File: src/rtl/smg_scan_decoder_module_if.sv
// Display scan bus (segment lines + digit selects) and the decoded result.
//
// Signalling: the master drives Row_Scan_Sig/Column_Scan_Sig freely with no
// flow control. The slave presents Number_Data/Number_Valid as level outputs.
// Number_Update is a one-cycle strobe marking a newly committed Data/Valid
// pair. Decode_Err is a one-cycle strobe per bad pattern or bad select.
// No ready exists; the receiver cannot back-pressure the display.
// dbg_state exposes the frame FSM for observation.
interface smg_scan_decoder_module_if;
  logic [7:0] Row_Scan_Sig;
  logic [1:0] Column_Scan_Sig;
  logic [7:0] Number_Data;
  logic       Number_Valid;
  logic       Number_Update;
  logic       Decode_Err;
  logic [0:0] dbg_state;

  modport master (
    output Row_Scan_Sig, Column_Scan_Sig,
    input  Number_Data, Number_Valid, Number_Update, Decode_Err, dbg_state
  );

  modport slave (
    input  Row_Scan_Sig, Column_Scan_Sig,
    output Number_Data, Number_Valid, Number_Update, Decode_Err, dbg_state
  );
endinterface

File: src/rtl/smg_scan_decoder_module.sv
// Receive end of a 2-digit multiplexed 7-segment scan bus. Rebuilds the
// displayed value 0..99, debounces it across frames and flags bad patterns.
module smg_scan_decoder_module #(
  parameter int SETTLE_CYCLES  = 4,
  parameter int STABLE_FRAMES  = 3,
  parameter int TIMEOUT_CYCLES = 1_000_000
) (
  input logic                      CLK,
  input logic                      RST_N,
  smg_scan_decoder_module_if.slave bus
);
  localparam int SW = $clog2(SETTLE_CYCLES + 1);
  localparam int TW = $clog2(TIMEOUT_CYCLES);
  localparam int CW = $clog2(STABLE_FRAMES + 1);
  localparam logic [SW-1:0] SETTLE_LAST = SW'(SETTLE_CYCLES - 1);
  localparam logic [SW-1:0] SETTLE_MAX  = SW'(SETTLE_CYCLES);
  localparam logic [TW-1:0] TO_HIT      = TW'(TIMEOUT_CYCLES - 2);
  localparam logic [TW-1:0] TO_MAX      = TW'(TIMEOUT_CYCLES - 1);
  localparam logic [CW-1:0] STABLE_MAX  = CW'(STABLE_FRAMES);

  typedef enum logic [0:0] {HUNT = 1'b0, HAVE_TEN = 1'b1} state_e;

  // Returns {legal, digit}; the decimal point is not part of the pattern.
  function automatic logic [4:0] seg_decode(input logic [6:0] seg);
    case (seg)
      7'h40:   seg_decode = {1'b1, 4'd0};
      7'h79:   seg_decode = {1'b1, 4'd1};
      7'h24:   seg_decode = {1'b1, 4'd2};
      7'h30:   seg_decode = {1'b1, 4'd3};
      7'h19:   seg_decode = {1'b1, 4'd4};
      7'h12:   seg_decode = {1'b1, 4'd5};
      7'h02:   seg_decode = {1'b1, 4'd6};
      7'h78:   seg_decode = {1'b1, 4'd7};
      7'h00:   seg_decode = {1'b1, 4'd8};
      7'h10:   seg_decode = {1'b1, 4'd9};
      default: seg_decode = 5'd0;
    endcase
  endfunction

  logic [6:0]    row_s1_q, row_s1_d, row_s2_q, row_s2_d;
  logic [1:0]    col_s1_q, col_s1_d, col_s2_q, col_s2_d, col_prev_q, col_prev_d;
  logic [SW-1:0] settle_q, settle_d;
  logic [TW-1:0] to_q, to_d;
  state_e        state_q, state_d;
  logic [3:0]    ten_q, ten_d;
  logic [6:0]    cand_q, cand_d;
  logic [CW-1:0] cnt_q, cnt_d;
  logic [7:0]    data_q, data_d;
  logic          valid_q, valid_d, upd_q, upd_d, err_q, err_d;

  logic       sel_chg, sample, pat_err, sel_err, to_hit, abort, frame;
  logic [4:0] seg;
  logic [6:0] frame_val;

  // Next-state: sync, settle/timeout counters, frame FSM, debounce and commit.
  always_comb begin
    row_s1_d   = bus.Row_Scan_Sig[6:0];
    row_s2_d   = row_s1_q;
    col_s1_d   = bus.Column_Scan_Sig;
    col_s2_d   = col_s1_q;
    col_prev_d = col_s2_q;
    state_d    = state_q;
    ten_d      = ten_q;
    cand_d     = cand_q;
    cnt_d      = cnt_q;
    data_d     = data_q;
    valid_d    = valid_q;
    upd_d      = 1'b0;

    sel_chg  = (col_s2_q != col_prev_q);
    settle_d = sel_chg ? '0 : ((settle_q == SETTLE_MAX) ? settle_q : settle_q + 1'b1);
    to_d     = sel_chg ? '0 : ((to_q == TO_MAX) ? to_q : to_q + 1'b1);

    // One sample per dwell; the counter only passes SETTLE_LAST once.
    sample    = !sel_chg && (settle_q == SETTLE_LAST) &&
                (col_s2_q == 2'b01 || col_s2_q == 2'b10);
    seg       = seg_decode(row_s2_q);
    pat_err   = sample && !seg[4];
    sel_err   = sel_chg && (col_s2_q == 2'b00);
    to_hit    = !sel_chg && (to_q == TO_HIT);
    abort     = pat_err || sel_err || to_hit;
    frame     = sample && seg[4] && (col_s2_q == 2'b10) && (state_q == HAVE_TEN);
    frame_val = ({3'b000, ten_q} * 7'd10) + {3'b000, seg[3:0]};
    err_d     = pat_err || sel_err;

    if (sample && seg[4]) begin
      if (col_s2_q == 2'b01) begin
        state_d = HAVE_TEN;
        ten_d   = seg[3:0];
      end else if (state_q == HAVE_TEN) begin
        state_d = HUNT;
      end
    end

    if (frame) begin
      if (frame_val == cand_q) begin
        cnt_d = (cnt_q == STABLE_MAX) ? cnt_q : cnt_q + 1'b1;
      end else begin
        cand_d = frame_val;
        cnt_d  = CW'(1);
      end
    end

    // Aborting events win over a commit pending in the same cycle.
    if (!abort && (cnt_q == STABLE_MAX) && (!valid_q || (cand_q != data_q[6:0]))) begin
      data_d  = {1'b0, cand_q};
      valid_d = 1'b1;
      upd_d   = 1'b1;
    end

    if (abort) begin
      state_d = HUNT;
      cnt_d   = '0;
    end

    if (to_hit) begin
      valid_d = 1'b0;
      upd_d   = valid_q;
    end
  end

  // State register with asynchronous active-low reset.
  always_ff @(posedge CLK or negedge RST_N) begin
    if (!RST_N) begin
      row_s1_q   <= '0;
      row_s2_q   <= '0;
      col_s1_q   <= '0;
      col_s2_q   <= '0;
      col_prev_q <= '0;
      settle_q   <= '0;
      to_q       <= '0;
      state_q    <= HUNT;
      ten_q      <= '0;
      cand_q     <= '0;
      cnt_q      <= '0;
      data_q     <= '0;
      valid_q    <= 1'b0;
      upd_q      <= 1'b0;
      err_q      <= 1'b0;
    end else begin
      row_s1_q   <= row_s1_d;
      row_s2_q   <= row_s2_d;
      col_s1_q   <= col_s1_d;
      col_s2_q   <= col_s2_d;
      col_prev_q <= col_prev_d;
      settle_q   <= settle_d;
      to_q       <= to_d;
      state_q    <= state_d;
      ten_q      <= ten_d;
      cand_q     <= cand_d;
      cnt_q      <= cnt_d;
      data_q     <= data_d;
      valid_q    <= valid_d;
      upd_q      <= upd_d;
      err_q      <= err_d;
    end
  end

  assign bus.Number_Data   = data_q;
  assign bus.Number_Valid  = valid_q;
  assign bus.Number_Update = upd_q;
  assign bus.Decode_Err    = err_q;
  assign bus.dbg_state     = state_q;
endmodule
File: src/flat_wrapper.sv
// flat-port wrapper written by rule: the top's interface ports become plain ports
module smg_scan_decoder_module_flat 
#(
  parameter int SETTLE_CYCLES  = 4,
  parameter int STABLE_FRAMES  = 3,
  parameter int TIMEOUT_CYCLES = 1_000_000
)
  (CLK, RST_N, bus_Row_Scan_Sig, bus_Column_Scan_Sig, bus_Number_Data, bus_Number_Valid, bus_Number_Update, bus_Decode_Err, bus_dbg_state);
  smg_scan_decoder_module_if bus_i ();
  input logic CLK;
  input logic RST_N;
  input wire logic [$bits(bus_i.Row_Scan_Sig)-1:0] bus_Row_Scan_Sig;
  input wire logic [$bits(bus_i.Column_Scan_Sig)-1:0] bus_Column_Scan_Sig;
  output wire logic [$bits(bus_i.Number_Data)-1:0] bus_Number_Data;
  output wire logic [$bits(bus_i.Number_Valid)-1:0] bus_Number_Valid;
  output wire logic [$bits(bus_i.Number_Update)-1:0] bus_Number_Update;
  output wire logic [$bits(bus_i.Decode_Err)-1:0] bus_Decode_Err;
  output wire logic [$bits(bus_i.dbg_state)-1:0] bus_dbg_state;
  assign bus_i.Row_Scan_Sig = bus_Row_Scan_Sig;
  assign bus_i.Column_Scan_Sig = bus_Column_Scan_Sig;
  assign bus_Number_Data = bus_i.Number_Data;
  assign bus_Number_Valid = bus_i.Number_Valid;
  assign bus_Number_Update = bus_i.Number_Update;
  assign bus_Decode_Err = bus_i.Decode_Err;
  assign bus_dbg_state = bus_i.dbg_state;
  smg_scan_decoder_module #(.SETTLE_CYCLES(SETTLE_CYCLES), .STABLE_FRAMES(STABLE_FRAMES), .TIMEOUT_CYCLES(TIMEOUT_CYCLES)) u_core (.CLK(CLK), .RST_N(RST_N), .bus(bus_i));
endmodule
File: config.mk
export PLATFORM = sky130hd
export DESIGN_NAME = smg_scan_decoder_module_flat
export DESIGN_NICKNAME = d
export VERILOG_FILES = /design/src/rtl/smg_scan_decoder_module_if.sv /design/src/rtl/smg_scan_decoder_module.sv /design/src/flat_wrapper.sv
export SDC_FILE = /design/constraint.sdc
export NUM_CORES = 1
export LEC_CHECK = 0
export BUFFER_PORTS_ARGS = -buffer_cell sky130_fd_sc_hd__buf_2
export CELL_PAD_IN_SITES_DETAIL_PLACEMENT = 1
export CELL_PAD_IN_SITES_GLOBAL_PLACEMENT = 2
export CORE_AREA = 2 2 78 110
export DETAILED_ROUTE_END_ITERATION = 10
export DIE_AREA = 0 0 80 112
export GPL_ROUTABILITY_DRIVEN = 1
export PLACE_DENSITY_LB_ADDON = 0.1
export SETUP_SLACK_MARGIN = 0.3
export SLEW_MARGIN = 20
export SYNTH_ARGS = -nofsm -noshare
export SYNTH_HDL_FRONTEND = slang
export SYNTH_SLANG_ARGS = --single-unit
File: constraint.sdc
create_clock -name CLK -period 5.4 [get_ports CLK]
set_clock_uncertainty 0.1 [all_clocks]
set_input_delay 0.27 -clock CLK [delete_from_list [all_inputs] [get_ports CLK]]
set_output_delay 0.27 -clock CLK [all_outputs]
set_load 0.05 [all_outputs]
==> Word level (Yosys, flattened, before mapping) <==
Cells that the tools add are included.
{ "totals": {"regBits": 67, "inputBits": 12, "output_inout_bits": 12, "wordCells": 85} }
{ "op_classes": {"n_addsub": 4, "multipliers": 1, "eq_ne": 22, "mux": 16, "bitwise": 1, "reduce_logical": 26} }
{ "op_table": {"columns": ["operator", "n"], "rows": [
  ["$pmux W5 S10", 1],
  ["$eq A20 B20 Y1 const B", 2],
  ["$mux W20", 2],
  ["$eq A7 B5 Y1 const B", 3],
  ["$eq A7 B7 Y1 const B", 3],
  ["$add A20 B1 Y20 const B", 1],
  ["$eq A7 B6 Y1 const B", 2],
  ["$logic_and A1 B1 Y1", 10],
  ["$mux W2", 4],
  ["$add A7 B4 Y7", 1],
  ["$eq A7 B2 Y1 const B", 1],
  ["$eq A7 B7 Y1", 1],
  ["$logic_not A7 Y1", 1],
  ["$mux W1", 7],
  ["$ne A7 B7 Y1", 1],
  ["$mul A4 B3 Y6 const B", 1],
  ["$mux W3", 2],
  ["$reduce_and A2 Y1", 3],
  ["$reduce_bool A2 Y1", 3],
  ["$eq A2 B2 Y1 const B", 2],
  ["$logic_not A1 Y1", 4],
  ["$logic_or A1 B1 Y1", 4],
  ["$ne A2 B1 Y1 const B", 2],
  ["$add A3 B1 Y3 const B", 1],
  ["8 further kinds", 8]
]} }

==> Depth between registers and ports, before layout <==
Gate-level depths: netlist of the first run.
{ "logic_depth": {"word_depth": 12, "mapped_depth": 13, "depth_no_buf": 12} }

==> Worst setup path after synthesis of the first run <==
OpenSTA, ideal clock, no wires.
{ "synth_timing": {"kind": "reg2reg", "startpoint": "register u_core.row_s2_q[1]", "endpoint": "register u_core.cnt_q[1]", "setup_time_ps": 82, "t_arrival_ps": 3025, "required_ps": 5218, "path_slack_ps": 2193, "path_stages_with_launch": 13, "n_path_buf": 0, "period_less_slack_ps": 3207, "path_cell_list": "dfrtp_1 > nand3b_1 > or4_1 > o211ai_2 > ha_1 > inv_1 > fa_1 > xor2_1 > xnor2_1 > nor3_1 > o2111ai_1 > or3_1 > o22ai_1"} }
{ "synth_via": {"word_cells_on_any_way": 26, "classes_between": "add/sub: 1; eq/ne: 11; mux: 4; reduce/logical: 10"} }
{ "synth_rtl": {"columns": ["item", "line_no", "rtl"], "rows": [
  ["start, declared", "smg_scan_decoder_module.sv:40", "logic [6:0] row_s1_q, row_s1_d, row_s2_q, row_s2_d;"],
  ["start signal, assigned", "smg_scan_decoder_module.sv:142", "row_s2_q <= row_s2_d;"],
  ["$eq A7 B5 Y1, or another cell as far along", "smg_scan_decoder_module.sv:25", "case (seg)"],
  ["$pmux W5 S10 *", "smg_scan_decoder_module.sv:25", null],
  ["named net u_core.seg[1]", "smg_scan_decoder_module.sv:52", "logic [4:0] seg;"],
  ["$add A7 B4 Y7 *", "smg_scan_decoder_module.sv:83", "frame_val = ({3'b000, ten_q} * 7'd10) + {3'b000, seg[3:0]};"],
  ["$eq A7 B7 Y1 *", "smg_scan_decoder_module.sv:96", "if (frame_val == cand_q) begin"],
  ["$mux W2", "smg_scan_decoder_module.sv:96", null],
  ["$mux W2", "smg_scan_decoder_module.sv:95", "if (frame) begin"],
  ["$mux W2", "smg_scan_decoder_module.sv:111", "if (abort) begin"],
  ["end signal, assigned", "smg_scan_decoder_module.sv:151", "cnt_q <= cnt_d;"],
  ["end, declared", "smg_scan_decoder_module.sv:47", "logic [CW-1:0] cnt_q, cnt_d;"]
]} }
Mark *: on every way through the listed nets, which the timed path passes. The rest lies on a longest branch. The select of a mux whose other input is x is not followed.
A chain may end at the register's enable or synchronous reset.

==> Final worst setup path of the first run <==
Ends and elaborated chain as after synthesis.

==> results of run 1 <==
-- where the power goes --
group          switching (W)  leakage [nW]  internal (W)
combinational      0.0000334         0.819     0.0000186
clock               0.000209         0.142      0.000367
sequential         0.0000107         0.887      0.000513
-- layout by cell type, fill, tap and decap left out, drive strengths merged, types with 4 or more instances in the layout --
cell type    instances
clkbuf              11
nor4                 7
dlygate4sd3          9
dfrtp               67
nor3                 5
buf                 22
xnor2               16
and3                 4
nand3               17
xor2                22
a21oi               10
mux2                11
nor2                29
o21ai                9
nand2               23
ha                  15
inv                 13
-- cells by family (layout without fill, tap and decap cells) --
| kind of cell | count (synthesis) | in the layout | share of synthesized area |
|---|---|---|---|
| buffers and inverters | 21 | 59 | 0.0279 |
| multiplexers | 11 | 11 | 0.0447 |
| AND/OR/NAND/NOR | 104 | 104 | 0.162 |
| other | 1 | 1 | 0.00112 |
| adder cells (fa/ha/maj) | 17 | 17 | 0.0678 |
| XOR/XNOR | 39 | 39 | 0.106 |
| AO/OA/AOI/OAI | 44 | 44 | 0.0920 |
| flip-flops | 67 | 67 | 0.499 |
-- routing by layer --
layer | wire, um | share of wire | GRT usage | vias to the layer above
met2 | 3820 | 0.55 | 0.308 | 16
met4 | 104 | 0.015 | 0.0599 | 0
met5 | 0 | 0 | 0 | -
li1 | - | - | - | 1131
met3 | 168 | 0.024 | 0.0502 | 10
met1 | 2800 | 0.41 | 0.196 | 1176
-- cell type report --
type | count | area [um^2]
fill | 906 | 4060
sequential | 67 | 1680
inverter | 13 | 48.8
clock buffer | 11 | 243
multi-input combinational | 216 | 1590
clock inverter | 4 | 51.3
tap | 102 | 128
timing repair buffer | 31 | 203
-- registers in the layout, indices dropped and copies added, names as in the netlist, 2 cells and up --
signal,flops
u_core.row_s1_q,7
u_core.col_prev_q,2
u_core.col_prev_d,2
u_core.row_s2_q,7
u_core.cand_q,7
u_core.ten_q,4
u_core.to_q,20
u_core.settle_q,3
u_core.bus.Number_Data,7
u_core.col_s1_q,2
u_core.cnt_q,2
-- final timing paths --
check                      slack [ns]  cells past startpoint          startpoint            endpoint
max in group asynchronous        4.60                      2               RST_N  u_core.settle_q[1]
max                              1.83                     12  u_core.row_s2_q[1]     u_core.cnt_q[1]
min reg2reg                      0.24                      0  u_core.row_s1_q[0]  u_core.row_s2_q[0]
min                            -0.005                      2               RST_N     u_core.ten_q[2]
max reg2reg                      1.83                     12  u_core.row_s2_q[1]     u_core.cnt_q[1]
min in group CLK                 0.24                      0  u_core.row_s1_q[0]  u_core.row_s2_q[0]
-- critical path, stage by stage (launching register included) --
cell,delay [ns]
dfrtp_1,0.43
nand3b_1,0.19
or4_1,0.49
o211ai_2,0.17
ha_1,0.27
inv_1,0.07
fa_1,0.39
xor2_1,0.26
xnor2_1,0.10
nor3_1,0.26
o2111ai_1,0.22
or3_1,0.38
o22ai_1,0.16
-- metrics by stage --
step                      hold WS, ns  power (W)  setup slack (ns)  std cells  area, um^2
after CTS                      0.0700    0.00117              1.80        444        3940
after detailed placement        0.236   0.000582              1.80        420        3550
after floorplan                -0.126   0.000559              2.19        304        3360
after global routing           0.0869    0.00120              1.60        444        3940
final                        -0.00466    0.00115              1.83        444        3940
after global placement          0.232   0.000580              1.84        420        3550
==> flow_summary.ini, run 1 <==
[clock_network]
clockRootBuffer = clkbuf_16
ctsHoldBuffers = 9
clock_sinks = 67
postCtsSetupRepairBufs = 0
path_clk_slew_ns = 0.05
clock_path_buffers = 2
numCtsBuffers = 9
post_cts_resized = 0
htree_levels = 3
cts_tree = done
clock_latency_ns = 0.33

[timing]
worst_slew_pin_slew_ns = 0.922
worst_hold_slack_ns = -0.00466
hold_viol_final = 1
grt_setup_unrepaired = false
fin_crit_sh = 0.662
fmaxAchievable_mhz = 280
slew_violations = 0
fin_setup_tns_ns = 0
relSlewSlack = 0.384
period_minus_slack_ns = 3.57
setup_viol = 0

[die]
io-pin-count = 24
die_height_um = 112
die_area_um2 = 8960
num_rows = 39
die_w_um = 80
start_util = 0.420
core_area_um2 = 8000

[cells_and_area]
antenna_cells = 0
fin_util = 0.492
syn_to_final_growth_pct = 17.2
final_layout_size_suffix_gt1_frac = 0.161
nNetsFinal = 367

[worst_setup_path]
crit_required_ns = 5.55
path_max_fanout = 7
worstSetupEndpointType = flip-flop
worstSetupStartpointType = flip-flop
crit_type = reg -> reg
crit_arrival_ns = 3.72

[detailed_routing]
wl_per_cell_um = 15.5
postRouteAntennaNets = 0
drt_iter0_drc = 76
drt-total-wl_um = 6890
vias = 2333
drt-pass1-iter-count = 4
drc = 0
routed_via_density = 5.25

[hold_path]
hp-class = in -> async

[yosys]
syn_inst = 304
synth_area_leaders = dfrtp_1 50%, xor2_1 5.7%, ha_1 5.6%
synth_cell_type_count = 55
yosysMostFrequentCell = dfrtp_1
synthArstFlopShare = 1.00
syn_area_um2 = 3360
ys_seq_elements = 67
syn-num-nets = 333
synth_common_cells = 67 x dfrtp_1, 29 x nor2_1, 22 x nand2_1, 22 x xor2_1, 17 x nand3_1
yosysWarningCount = 0
seq_area_frac_synth = 0.499
syn_area_per_cell_um2 = 11.1
synth_edf_count = 0
synth.top_cell.area_share = 0.499
synthFlopType = dfrtp_1
synth_top_cell_by_area = dfrtp_1

[run_status]
outcome = finished with violations
violations = hold timing

[global_route]
grt_pass1_vias = 2505
grt_max_degree = 68
grt_pass1_wl_um = 12000
grt_overflow = 0
antenna_found_initial = 0
grtUsageTotal = 0.174

[power]
power.density_nw_per_um2 = 293
irDropWorstVdd_v = 0.000252
power.leakage_nw = 1.85

[placement]
io_buffer_count = 21
place_hpwl_um = 4870
place_congestion = 0.777

[run]
maxCapViolCount = 0
Power figures use the tool's default switching activity.
==> run 2, diff against run 1 <==
CORE_AREA = 2 2 85 120   (was 2 2 78 110)
DIE_AREA = 0 0 87 122   (was 0 0 80 112)
clock period = 3.1 ns   (was 5.4 ns; I/O delays follow)
==> run 2 against run 1 <==
The flow finishes with violations (setup timing). Die area grew 18%. Wire length grew 9.0%. Non-clock buffer count grew 35. Worst hold slack gained 0.25 ns. Cell count grew 10%. Critical path depth is the same. Combinational power grew 130%. Maximum frequency grew 13%. Final area grew 10%.
==> flow_summary.ini, run 2 (same netlist as run 1, synthesis figures left out) <==
[power]
power.density_nw_per_um2 = 470
irDropWorstVdd_v = 0.000264
total_power_w = 0.00204
power.leakage_nw = 2.05

[clock_network]
path_clk_slew_ns = 0.06
clock_path_buffers = 2
numCtsBuffers = 9
clock_sinks = 67
clockRootBuffer = clkbuf_16
clock_latency_ns = 0.33
cts_tree = done
htree_levels = 3

[cells_and_area]
final_common_cell = dfrtp_1
regMostFlops = u_core.to_q
antenna_cells = 0
final_layout_size_suffix_gt1_frac = 0.286
fillers = 1065
largest_reg_flops = 20
nNetsFinal = 402
syn_to_final_growth_pct = 29.1
fin_util = 0.450
final_cell_mix = 66 x dfrtp_1, 35 x buf_4, 29 x nor2_1, 22 x nand2_1, 21 x xor2_1

[detailed_routing]
vias = 2467
routed_via_density = 5.03
wl_per_cell_um = 15.3
drt-pass1-iter-count = 4
postRouteAntennaNets = 0
drt-total-wl_um = 7510
drc = 0
drt_iter0_drc = 44

[die]
num_rows = 43
die_area_um2 = 10600
core_area_um2 = 9630
io-pin-count = 24
die_w_um = 87
die_height_um = 122
start_util = 0.349

[run_status]
outcome = finished with violations
violations = setup timing

[hold_path]
hp-class = reg -> reg

[worst_setup_path]
worstSetupStartpointType = flip-flop
crit_arrival_ns = 3.30
worstSetupEndpointType = flip-flop
crit_required_ns = 3.25
path_max_fanout = 4
rrSetupSlack_ns = -0.05
crit_type = reg -> reg

[global_route]
antenna_found_initial = 0
grt_max_degree = 47
grt_overflow = 0
grtUsageTotal = 0.160
grt_pass1_vias = 2713
grt_pass1_wl_um = 13000

[timing]
setup_viol = 2
relSlewSlack = 0.570
hold_viol_final = 0
worst_slew_pin_slew_ns = 0.644
fmaxAchievable_mhz = 318
worst_hold_slack_ns = 0.246
grt_setup_unrepaired = true
worst_slack_ns = -0.0486
fin_crit_sh = 1.02
period_minus_slack_ns = 3.15
slew_violations = 0

[placement]
place_hpwl_um = 5490
io_buffer_count = 21
place_congestion = 0.737
dp_slack_ns = -0.204

[run]
maxCapViolCount = 0
==> run 2: area by class of cell <==
cell class | count | area [um^2] | share of cell area
clock buffer | 11 | 243 | 0.0560
clock inverter | 5 | 52.6 | 0.0121
inverter | 13 | 48.8 | 0.0113
multi-input combinational | 216 | 1700 | 0.392
sequential | 67 | 1680 | 0.387
tap | 112 | 140 | 0.0323
timing repair buffer | 66 | 474 | 0.109
==> run 2: critical path, cell delays in order, from the launching register on <==
cell,delay (ns)
dfrtp_1,0.40
nand3b_1,0.19
or4_4,0.44
o211ai_4,0.11
ha_4,0.17
inv_2,0.03
fa_2,0.36
xor2_2,0.17
xnor2_1,0.15
nor3_2,0.21
o2111ai_2,0.20
or3_4,0.40
o22ai_2,0.14
==> run 2: final timing paths <==
| path | from | to | depth (start not counted) |
|---|---|---|---|
| max reg2reg | u_core.row_s2_q[1] | u_core.cnt_q[1] | 12 |
| max in group asynchronous | RST_N | u_core.to_q[3] | 3 |
| min in group asynchronous | RST_N | u_core.ten_q[3] | 2 |
| max | u_core.row_s2_q[1] | u_core.cnt_q[1] | 12 |
| min | u_core.row_s1_q[3] | u_core.row_s2_q[3] | 0 |
| min reg2reg | u_core.row_s1_q[3] | u_core.row_s2_q[3] | 0 |
==> run 2: metal layers <==
| layer | up-vias | part of all wire | global-route usage | wire length, um |
|---|---|---|---|---|
| li1 | 1200 | - | - | - |
| met4 | 0 | 0.017 | 0.0615 | 125 |
| met3 | 11 | 0.020 | 0.0346 | 148 |
| met1 | 1235 | 0.40 | 0.174 | 2970 |
| met2 | 21 | 0.57 | 0.294 | 4260 |
| met5 | - | 0 | 0 | 0 |
==> run 2: report_power, final <==
part           switching, W  internal (W)
clock              0.000370      0.000640
sequential        0.0000158      0.000894
combinational     0.0000688     0.0000490
total              0.000455       0.00158
==> run 2: per-stage QoR <==
stage               TNS [ns]  cells  area (um^2)
floorplan                  0    304         3400
global placement     -0.0704    458         3810
global route          -0.561    490         4340
CTS                  -0.0119    489         4300
finish               -0.0583    490         4340
detailed placement    -0.378    458         3810
==> run 2: timing repair <==
| item | in CTS | in global routing |
|---|---|---|
| hold buffers | 10 | 0 |
| endpoints found under the setup margin | 4 | 11 |
| gates resized for setup | 12 | 6 |
| buffers inserted | 5 | 1 |
| pin swaps | 5 | 6 |
| endpoints found under the hold margin | 53 | 0 |
==> run 3, diff against run 2 <==
CORE_AREA = 2 2 81 114   (was 2 2 85 120)
DIE_AREA = 0 0 83 116   (was 0 0 87 122)
clock period = 3.25 ns   (was 3.1 ns; I/O delays follow)
==> run 3 against run 2 <==
Critical path depth decreased by 1. Setup slack improved by 0.18 ns. Maximum frequency increased by 1.1%. Combinational power decreased by 9%. Register-to-register slack improved by 0.18 ns. The flow now finishes without violations. Critical endpoint unchanged. Critical path type unchanged. Global-route usage increased by 1.3 points. Clock-buffer cell count unchanged. Clock power increased by 5%. Sequential power decreased by 4.5%. Final area decreased by 1.9%. Worst hold slack got worse by 0.0032 ns. Utilization increased by 4.7 points.
==> flow_summary.ini, run 3 (same netlist as run 1, synthesis figures left out) <==
[run_status]
outcome = finished clean

[worst_setup_path]
worstPathCellList = nand3b_1, or4_4, o211ai_4, ha_4, inv_2, fa_2, xnor2_1, nor3_2, o2111ai_2, or3_1, o22ai_1
crit_type = reg -> reg
worstSetupEndpointType = flip-flop
worstSetupStartpointType = flip-flop
path_max_fanout = 3
reg2regPathDepth = 11
critical-path-slowest-cell = fa_2
max_stage_delay_ns = 0.55
crit_arrival_ns = 3.27
crit_required_ns = 3.40

[timing]
grt_setup_unrepaired = true
hold_viol_final = 0
setup_viol = 0
period_minus_slack_ns = 3.12
fin_crit_sh = 0.959
slew_violations = 0
relSlewSlack = 0.541
worst_slew_pin_slew_ns = 0.688
fmaxAchievable_mhz = 321

[die]
num_rows = 40
die_area_um2 = 9630
io-pin-count = 24
die_w_um = 83
core_area_um2 = 8560
start_util = 0.393
die_height_um = 116

[placement]
place_hpwl_um = 5280
placed_cells = 438
place_congestion = 0.780
dpl_cell_area_um2 = 3700
io_buffer_count = 21

[cells_and_area]
regMostFlops = u_core.to_q
nNetsFinal = 391
syn_to_final_growth_pct = 26.6
fin_area_um2 = 4250
finalNonFillerCells = 472
largest_reg_flops = 20
final_cell_mix = 65 x dfrtp_1, 29 x nor2_1, 24 x buf_4, 22 x nand2_1
final_layout_size_suffix_gt1_frac = 0.262
antenna_cells = 0
final_common_cell = dfrtp_1

[clock_network]
cts_tree = done
clock_path_buffers = 2
path_clk_slew_ns = 0.06
clockRootBuffer = clkbuf_16
numCtsBuffers = 9
clock_sinks = 67
htree_levels = 3
clock_latency_ns = 0.33

[power]
power.leakage_nw = 1.99
power.density_nw_per_um2 = 480
irDropWorstVdd_v = 0.000371

[detailed_routing]
drt_iter0_drc = 107
routed_via_density = 5.13
vias = 2423
drc = 0
postRouteAntennaNets = 0
drt-pass1-iter-count = 4
drt-total-wl_um = 7450
wl_per_cell_um = 15.8

[global_route]
grt_pass1_vias = 2655
grtUsageTotal = 0.172
grt_max_degree = 30
grt_pass1_wl_um = 13000
antenna_found_initial = 0
grt_overflow = 0

[hold_path]
hp-class = reg -> reg
min_path_cells = 0

[run]
maxCapViolCount = 0
-- run 3: repair_timing --
| action | in CTS | in global routing |
|---|---|---|
| resized for setup | 11 | 5 |
| endpoints found under the hold margin | 36 | 0 |
| pin swaps | 6 | 3 |
| hold buffers | 10 | 0 |
| buffers inserted | 4 | 4 |
| setup endpoints to repair | 4 | 4 |
-- run 3: worst paths after layout --
path | start | end | slack [ns]
worst max-delay path | u_core.row_s2_q[1] | u_core.cnt_q[1] | 0.13
worst min-delay path | u_core.row_s1_q[1] | u_core.row_s2_q[1] | 0.24
worst max register to register | u_core.row_s2_q[1] | u_core.cnt_q[1] | 0.13
worst min register to register | u_core.row_s1_q[1] | u_core.row_s2_q[1] | 0.24
max in group asynchronous | RST_N | u_core.row_s2_q[0] | 1.95
min in group asynchronous | RST_N | u_core.ten_q[3] | 0.31
-- run 3: cell type report --
class,instances,area (um^2)
clock inverters,5,85.1
inverters,13,48.8
repair buffers,55,385
clock buffers,11,243
well taps,105,131
flip-flops and latches,67,1680
multi-input cells,216,1680
fillers,943,4310
-- run 3: critical path: cells and delay by family (launching register included) --
family	cells	cell delay, ns
xor gates and xnor gates	1	0.11
DFF	1	0.40
and+or+nand+nor	4	1.25
AOI/OAI and AO/OA	3	0.43
buffers and inverters	1	0.03
adders and majority gates	2	0.72
-- run 3: metal layers --
layer  part of all wire  track usage  vias up
met5                  0            0        -
met2               0.55        0.321       20
met1               0.40        0.187     1212
met4              0.027       0.0820        0
met3              0.017       0.0349       13
li1                   -            -     1178
-- run 3: power breakdown --
| part | switching, W | leakage [nW] | total [W] | internal (W) |
|---|---|---|---|---|
| sequential | 0.0000156 | 0.885 | 0.000869 | 0.000853 |
| combinational | 0.0000643 | 0.951 | 0.000107 | 0.0000431 |
| clock | 0.000367 | 0.156 | 0.00106 | 0.000697 |
| total | 0.000447 | 1.99 | 0.00204 | 0.00159 |
-- run 3: through the flow --
stage | setup slack (ns) | total power [W] | hold slack (ns) | utilization | setup TNS (ns)
after floorplan | 0.217 | 0.000931 | -0.233 | - | 0
final | 0.135 | 0.00204 | 0.243 | 0.497 | 0
after CTS | 0.151 | 0.00206 | 0.245 | 0.491 | 0
after detailed placement | 0.00951 | 0.000977 | 0.152 | 0.433 | 0
after global routing | -0.0131 | 0.00212 | 0.249 | 0.497 | -0.0131
after global placement | 0.0143 | 0.000974 | 0.144 | 0.433 | 0
